`src/rtl/seg_scan_ctrl.sv`:
```
// Scan controller for a 4-digit multiplexed 7-segment display.
// Walks the digit select through slots of DIV lit cycles followed by GUARD
// blanked cycles. Display data is double-buffered so that a new value only
// takes effect at a frame boundary, or immediately while the display is off.
module seg_scan_ctrl #(
    parameter int unsigned DIV   = 100000,
    parameter int unsigned GUARD = 1000
) (
    input  logic        clk,
    input  logic        rst,
    input  logic        en,
    input  logic        load,
    input  logic [15:0] value,
    input  logic [3:0]  dig_en,
    output logic [1:0]  sel,
    output logic [3:0]  nibble,
    output logic        blank,
    output logic        frame_tick
);

    // The single counter must reach the larger of the two phase lengths.
    localparam int unsigned MAX_CNT = (DIV > GUARD) ? DIV : GUARD;
    localparam int unsigned CW      = $clog2(MAX_CNT + 1);

    localparam logic [CW-1:0] DIV_LAST   = CW'(DIV - 1);
    localparam logic [CW-1:0] GUARD_LAST = (GUARD > 0) ? CW'(GUARD - 1) : '0;
    localparam logic [CW-1:0] CNT_ONE    = CW'(1);

    typedef enum logic [1:0] {
        OFF   = 2'd0,
        SHOW  = 2'd1,
        GUARD_PH = 2'd2
    } scan_state_t;

    scan_state_t state, state_d;
    logic [CW-1:0] cnt, cnt_d;
    logic [1:0]    sel_d;
    logic          blank_d;
    logic          wrap;
    logic          commit;

    logic [15:0]   act_value, act_value_d;
    logic [3:0]    act_dig_en, act_dig_en_d;
    logic [15:0]   pend_value, pend_value_d;
    logic [3:0]    pend_dig_en, pend_dig_en_d;
    logic          pend_valid, pend_valid_d;

    // Scan state, counter and the registered display outputs.
    always_ff @(posedge clk or posedge rst) begin
        if (rst) begin
            state      <= OFF;
            cnt        <= '0;
            sel        <= 2'd0;
            blank      <= 1'b1;
            frame_tick <= 1'b0;
        end else begin
            state      <= state_d;
            cnt        <= cnt_d;
            sel        <= sel_d;
            blank      <= blank_d;
            frame_tick <= wrap;
        end
    end

    // Next-state logic: phase sequencing, digit advance and frame wrap detection.
    always_comb begin
        state_d = state;
        cnt_d   = cnt;
        sel_d   = sel;
        wrap    = 1'b0;
        case (state)
            OFF: begin
                sel_d = 2'd0;
                cnt_d = '0;
                if (en) begin
                    state_d = SHOW;
                end
            end
            SHOW: begin
                if (!en) begin
                    state_d = OFF;
                    sel_d   = 2'd0;
                    cnt_d   = '0;
                end else if (cnt == DIV_LAST) begin
                    cnt_d = '0;
                    if (GUARD == 0) begin
                        sel_d = sel + 2'd1;
                        wrap  = (sel == 2'd3);
                    end else begin
                        state_d = GUARD_PH;
                    end
                end else begin
                    cnt_d = cnt + CNT_ONE;
                end
            end
            GUARD_PH: begin
                if (!en) begin
                    state_d = OFF;
                    sel_d   = 2'd0;
                    cnt_d   = '0;
                end else if (cnt == GUARD_LAST) begin
                    state_d = SHOW;
                    cnt_d   = '0;
                    sel_d   = sel + 2'd1;
                    wrap    = (sel == 2'd3);
                end else begin
                    cnt_d = cnt + CNT_ONE;
                end
            end
            default: begin
                state_d = OFF;
                sel_d   = 2'd0;
                cnt_d   = '0;
            end
        endcase
    end

    // Buffer update: a commit moves pending (or a same-cycle load) into active.
    always_comb begin
        act_value_d   = act_value;
        act_dig_en_d  = act_dig_en;
        pend_value_d  = pend_value;
        pend_dig_en_d = pend_dig_en;
        pend_valid_d  = pend_valid;
        commit        = ((state == OFF) && pend_valid) || wrap;
        if (commit) begin
            pend_valid_d = 1'b0;
            if (load) begin
                act_value_d  = value;
                act_dig_en_d = dig_en;
            end else begin
                act_value_d  = pend_value;
                act_dig_en_d = pend_dig_en;
            end
        end else if (load) begin
            pend_value_d  = value;
            pend_dig_en_d = dig_en;
            pend_valid_d  = 1'b1;
        end
        blank_d = (state_d == SHOW) ? ~act_dig_en_d[sel_d] : 1'b1;
    end

    // Active and pending display buffers.
    always_ff @(posedge clk or posedge rst) begin
        if (rst) begin
            act_value   <= '0;
            act_dig_en  <= '0;
            pend_value  <= '0;
            pend_dig_en <= '0;
            pend_valid  <= 1'b0;
        end else begin
            act_value   <= act_value_d;
            act_dig_en  <= act_dig_en_d;
            pend_value  <= pend_value_d;
            pend_dig_en <= pend_dig_en_d;
            pend_valid  <= pend_valid_d;
        end
    end

    assign nibble = act_value[{sel, 2'b00} +: 4];

endmodule

```
`config.mk`:
```
export PLATFORM = sky130hd
export DESIGN_NAME = seg_scan_ctrl
export DESIGN_NICKNAME = d
export VERILOG_FILES = /design/src/rtl/seg_scan_ctrl.sv
export SDC_FILE = /design/constraint.sdc
export NUM_CORES = 1
export LEC_CHECK = 0
export CAP_MARGIN = 20
export CORE_AREA = 2 2 63 109
export CTS_CLUSTER_DIAMETER = 50
export DETAILED_ROUTE_END_ITERATION = 16
export DIE_AREA = 0 0 65 111
export PLACE_DENSITY_LB_ADDON = 0.3
export RECOVER_POWER = 25
export SLEW_MARGIN = 25
export SYNTH_ARGS = -nofsm -noshare
export SYNTH_HDL_FRONTEND = slang
export SYNTH_SLANG_ARGS = --single-unit
export TNS_END_PERCENT = 50
```
`constraint.sdc`:
```
create_clock -name clk -period 2.05 [get_ports clk]
set_input_delay 0.41 -clock clk [delete_from_list [all_inputs] [get_ports clk]]
set_output_delay 0.41 -clock clk [all_outputs]
set_load 0.005 [all_outputs]
```
==> flow_metrics.tcl <==
set metrics [dict create \
    clock_tree.htree_level_count 3 \
    yosysWarnings 0 \
    port_buffers 31 \
    depth_of_the_most_critical_reg_to_reg_path 6 \
    setup_cp_type "reg2reg" \
    setup_violating_endpoint_count_in_the_final_report 15 \
    cts_max_path_buffers 2 \
    synthesis.area_sq_mm 0.003122 \
    placement.setup.worst_slack_ns -0.1090 \
    cp_data_required_time_ns 2.30 \
    finalWeightedCongestion 0.7828 \
    synth_cells 279 \
    fin_cells 434 \
    drt_iter0_drc 96 \
    post-dp-hpwl_um 4550 \
    tightestPinTransition_ns 0.7557 \
    cellLeakagePower_nw 1.906 \
    min-delay-path-class "reg2reg" \
    chipHeight_um 111 \
    outcome "finished with violations" \
    cts.sinks 64 \
    via_count_of_the_first_global_routing_pass 2345 \
    cp.arrival_ns 2.37 \
    drive_above_1_share 0.2784 \
    syn-mean-instance-area_sq_um 11.19 \
    synthToLayoutAreaGrowth_pct 34.23 \
    number_of_synthesized_flops_with_an_enable_pin 0 \
    grt-ovfl-total 0 \
    hold_vio_cnt_final 0 \
    ff_latch_area_sq_mm 0.001603 \
    clkTransAtPathRegs_ns 0.05 \
    insertedDiodeCount 0 \
    syn-num-nets 309 \
    power_per_cell_area_mw_per_mm2 1191 \
    cts_tree "yes" \
    nFillCells 499 \
    relSlewSlack 0.4962 \
    register_bit_count_reported_by_yosys 64 \
    cp_max_fo 3 \
    clock_tree.root_cell "sky130_fd_sc_hd__clkbuf_16" \
    register_area_share_after_synthesis 0.5134 \
    insertion_delay_ns 0.33 \
    worst_hold_path.num_cells 1 \
    period_needed_ns 2.120 \
    drt_wl_total_um 6449 \
    max-cap-violations 0 \
    initial_core_util 0.4884 \
    violations "setup timing" \
    yosys_most_used_dff "sky130_fd_sc_hd__dfrtp_1" \
    final_net_count 377 \
    min_period_over_period 1.034 \
    fp.coreArea_sq_mm 0.006392 \
    grt_max_degree 56 \
    detail_route.wl_per_cell_um 14.86 \
    place.detailed.instances 414 \
    grt_util_all_layers 0.1932 \
    fin_worst_skew_ns 0.004023 \
    grt_setup_unrepaired "true" \
    postRouteAntennaNets 0 \
    tritoncts.num_buffers 9 \
    post-route-drc-count 0 \
    antenna_found_initial 0 \
    total_die_area_sq_mm 0.007215 \
    timing_max_transition_violations_final 0 \
    critPathLaunchType "flip-flop" \
    multiInputGateArea_sq_mm 0.001456 \
    worstSetupEndpointType "flip-flop" \
    detailed_route_via_count 2267 \
    max_freq_ghz 0.4717 \
    r2r_slack_ns -0.07 \
    leading_cell_type_in_the_layout_fill_and_taps_excluded "sky130_fd_sc_hd__dfrtp_1" \
    final.setup.worst_slack_ns -0.07009 \
    mostFrequentLayoutCells "sky130_fd_sc_hd__dfrtp_1 (63), sky130_fd_sc_hd__nor2_1 (38), sky130_fd_sc_hd__buf_4 (33)" \
    route.detailed.vias_per_inst 5.224 \
    drt_pass1_iterations 4 \
    chipWidth_um 65 \
    top_level_ports 32 \
    ir_drop_mv 0.6339 \
    grt_first_pass_wirelength_um 10540 \
    ys_types 39 \
    timing.setup.tns_ns -0.2652 \
    ffs_w_async_s_r_synth 1.000 \
    std_cell_rows 39 \
]
==> final timing paths <==
check | startpoint | endpoint
worst min-delay path | cnt[0]$_DFF_PP0_ | cnt[0]$_DFF_PP0_
min in group asynchronous | rst | pend_value[9]$_DFFE_PP0P_
worst max register to register | cnt[13]$_DFF_PP0_ | blank$_DFF_PP1_
worst min register to register | cnt[0]$_DFF_PP0_ | cnt[0]$_DFF_PP0_
worst max-delay path | cnt[13]$_DFF_PP0_ | blank$_DFF_PP1_
max in group asynchronous | rst | act_dig_en[3]$_DFF_PP0_
==> registers in the layout, summed over array words and instances (netlist names) <==
name,count
state,2
sel,2
frame_tick,1
pend_valid,1
pend_dig_en,4
pend_value,16
act_dig_en,4
act_value,16
blank,1
cnt,17
==> critical path, cell delays in order, from the launching register on <==
cell                       delay, ns
sky130_fd_sc_hd__dfrtp_1        0.42
sky130_fd_sc_hd__or4_4          0.50
sky130_fd_sc_hd__or4_4          0.56
sky130_fd_sc_hd__a211oi_2       0.19
sky130_fd_sc_hd__a311o_2        0.16
sky130_fd_sc_hd__nor3_1         0.06
sky130_fd_sc_hd__a22oi_2        0.16
==> stage by stage <==
stage | cell area [sq um] | util | total power [mW] | hold slack, ns
2_1_floorplan | 3132 | - | 2.821 | 0.4297
3_3_place_gp | 3784 | 0.5919 | 3.226 | 0.4541
3_5_place_dp | 3784 | 0.5919 | 3.300 | 0.4619
4_1_cts | 4145 | 0.6485 | 4.925 | 0.3296
5_1_grt | 4190 | 0.6555 | 5.268 | 0.4838
6_report | 4190 | 0.6555 | 4.989 | 0.4652
==> cells by family after synthesis <==
family / share of synthesized area
xor+xnor: 0.04209
fa+ha+maj: 0.02405
simple gates: 0.1323
compound gates: 0.06052
buf+inv: 0.04168
flops: 0.5134
mux: 0.1860
==> Yosys cell counts, types with 3 or more instances <==
cell / count / area share
sky130_fd_sc_hd__a21oi_1: 19 / 0.030
sky130_fd_sc_hd__and3_1: 4 / 0.0080
sky130_fd_sc_hd__buf_1: 4 / 0.0048
sky130_fd_sc_hd__buf_2: 5 / 0.0080
sky130_fd_sc_hd__clkbuf_1: 4 / 0.0048
sky130_fd_sc_hd__dfrtp_1: 63 / 0.51
sky130_fd_sc_hd__ha_1: 6 / 0.024
sky130_fd_sc_hd__inv_1: 18 / 0.022
sky130_fd_sc_hd__mux2_1: 4 / 0.014
sky130_fd_sc_hd__mux2_2: 20 / 0.072
sky130_fd_sc_hd__mux2i_1: 22 / 0.071
sky130_fd_sc_hd__mux4_2: 4 / 0.029
sky130_fd_sc_hd__nand2_1: 10 / 0.012
sky130_fd_sc_hd__nand3_1: 8 / 0.013
sky130_fd_sc_hd__nand4_1: 6 / 0.012
sky130_fd_sc_hd__nor2_1: 38 / 0.046
sky130_fd_sc_hd__nor3_1: 3 / 0.0048
sky130_fd_sc_hd__xnor2_1: 6 / 0.017
sky130_fd_sc_hd__xor2_1: 9 / 0.025
==> layout make-up <==
cell class / instances / area share
multi-input cells: 183 / 0.3476
clock inverters: 6 / 0.01971
inverters: 18 / 0.01612
well taps: 82 / 0.02448
repair buffers: 71 / 0.1526
flip-flops and latches: 64 / 0.3825
clock buffers: 10 / 0.05703
==> report_power, final <==
| part | switching, mW | internal [mW] | total, mW |
|---|---|---|---|
| Combinational | 0.662 | 0.801 | 1.46 |
| Sequential | 0.206 | 1.70 | 1.91 |
| Clock | 0.532 | 1.09 | 1.62 |
| Total | 1.40 | 3.59 | 4.99 |
==> repair_timing <==
| action | CTS | global route |
|---|---|---|
| hold buffers | 0 | 0 |
| resized for setup | 9 | 21 |
| setup buffers | 4 | 0 |
| pin swaps | 4 | 5 |
| cloned | 0 | 0 |
| setup endpoints to repair | 28 | 43 |
==> routing by layer <==
| layer | global-route usage | routed length (um) | vias up |
|---|---|---|---|
| met4 | 0.08794 | 177 | 0 |
| li1 | - | - | 1106 |
| met2 | 0.3512 | 3592 | 39 |
| met5 | 0 | 0 | - |
| met3 | 0.05381 | 187 | 16 |
| met1 | 0.1974 | 2492 | 1106 |
No activity file was read; power rests on OpenSTA's default activity.
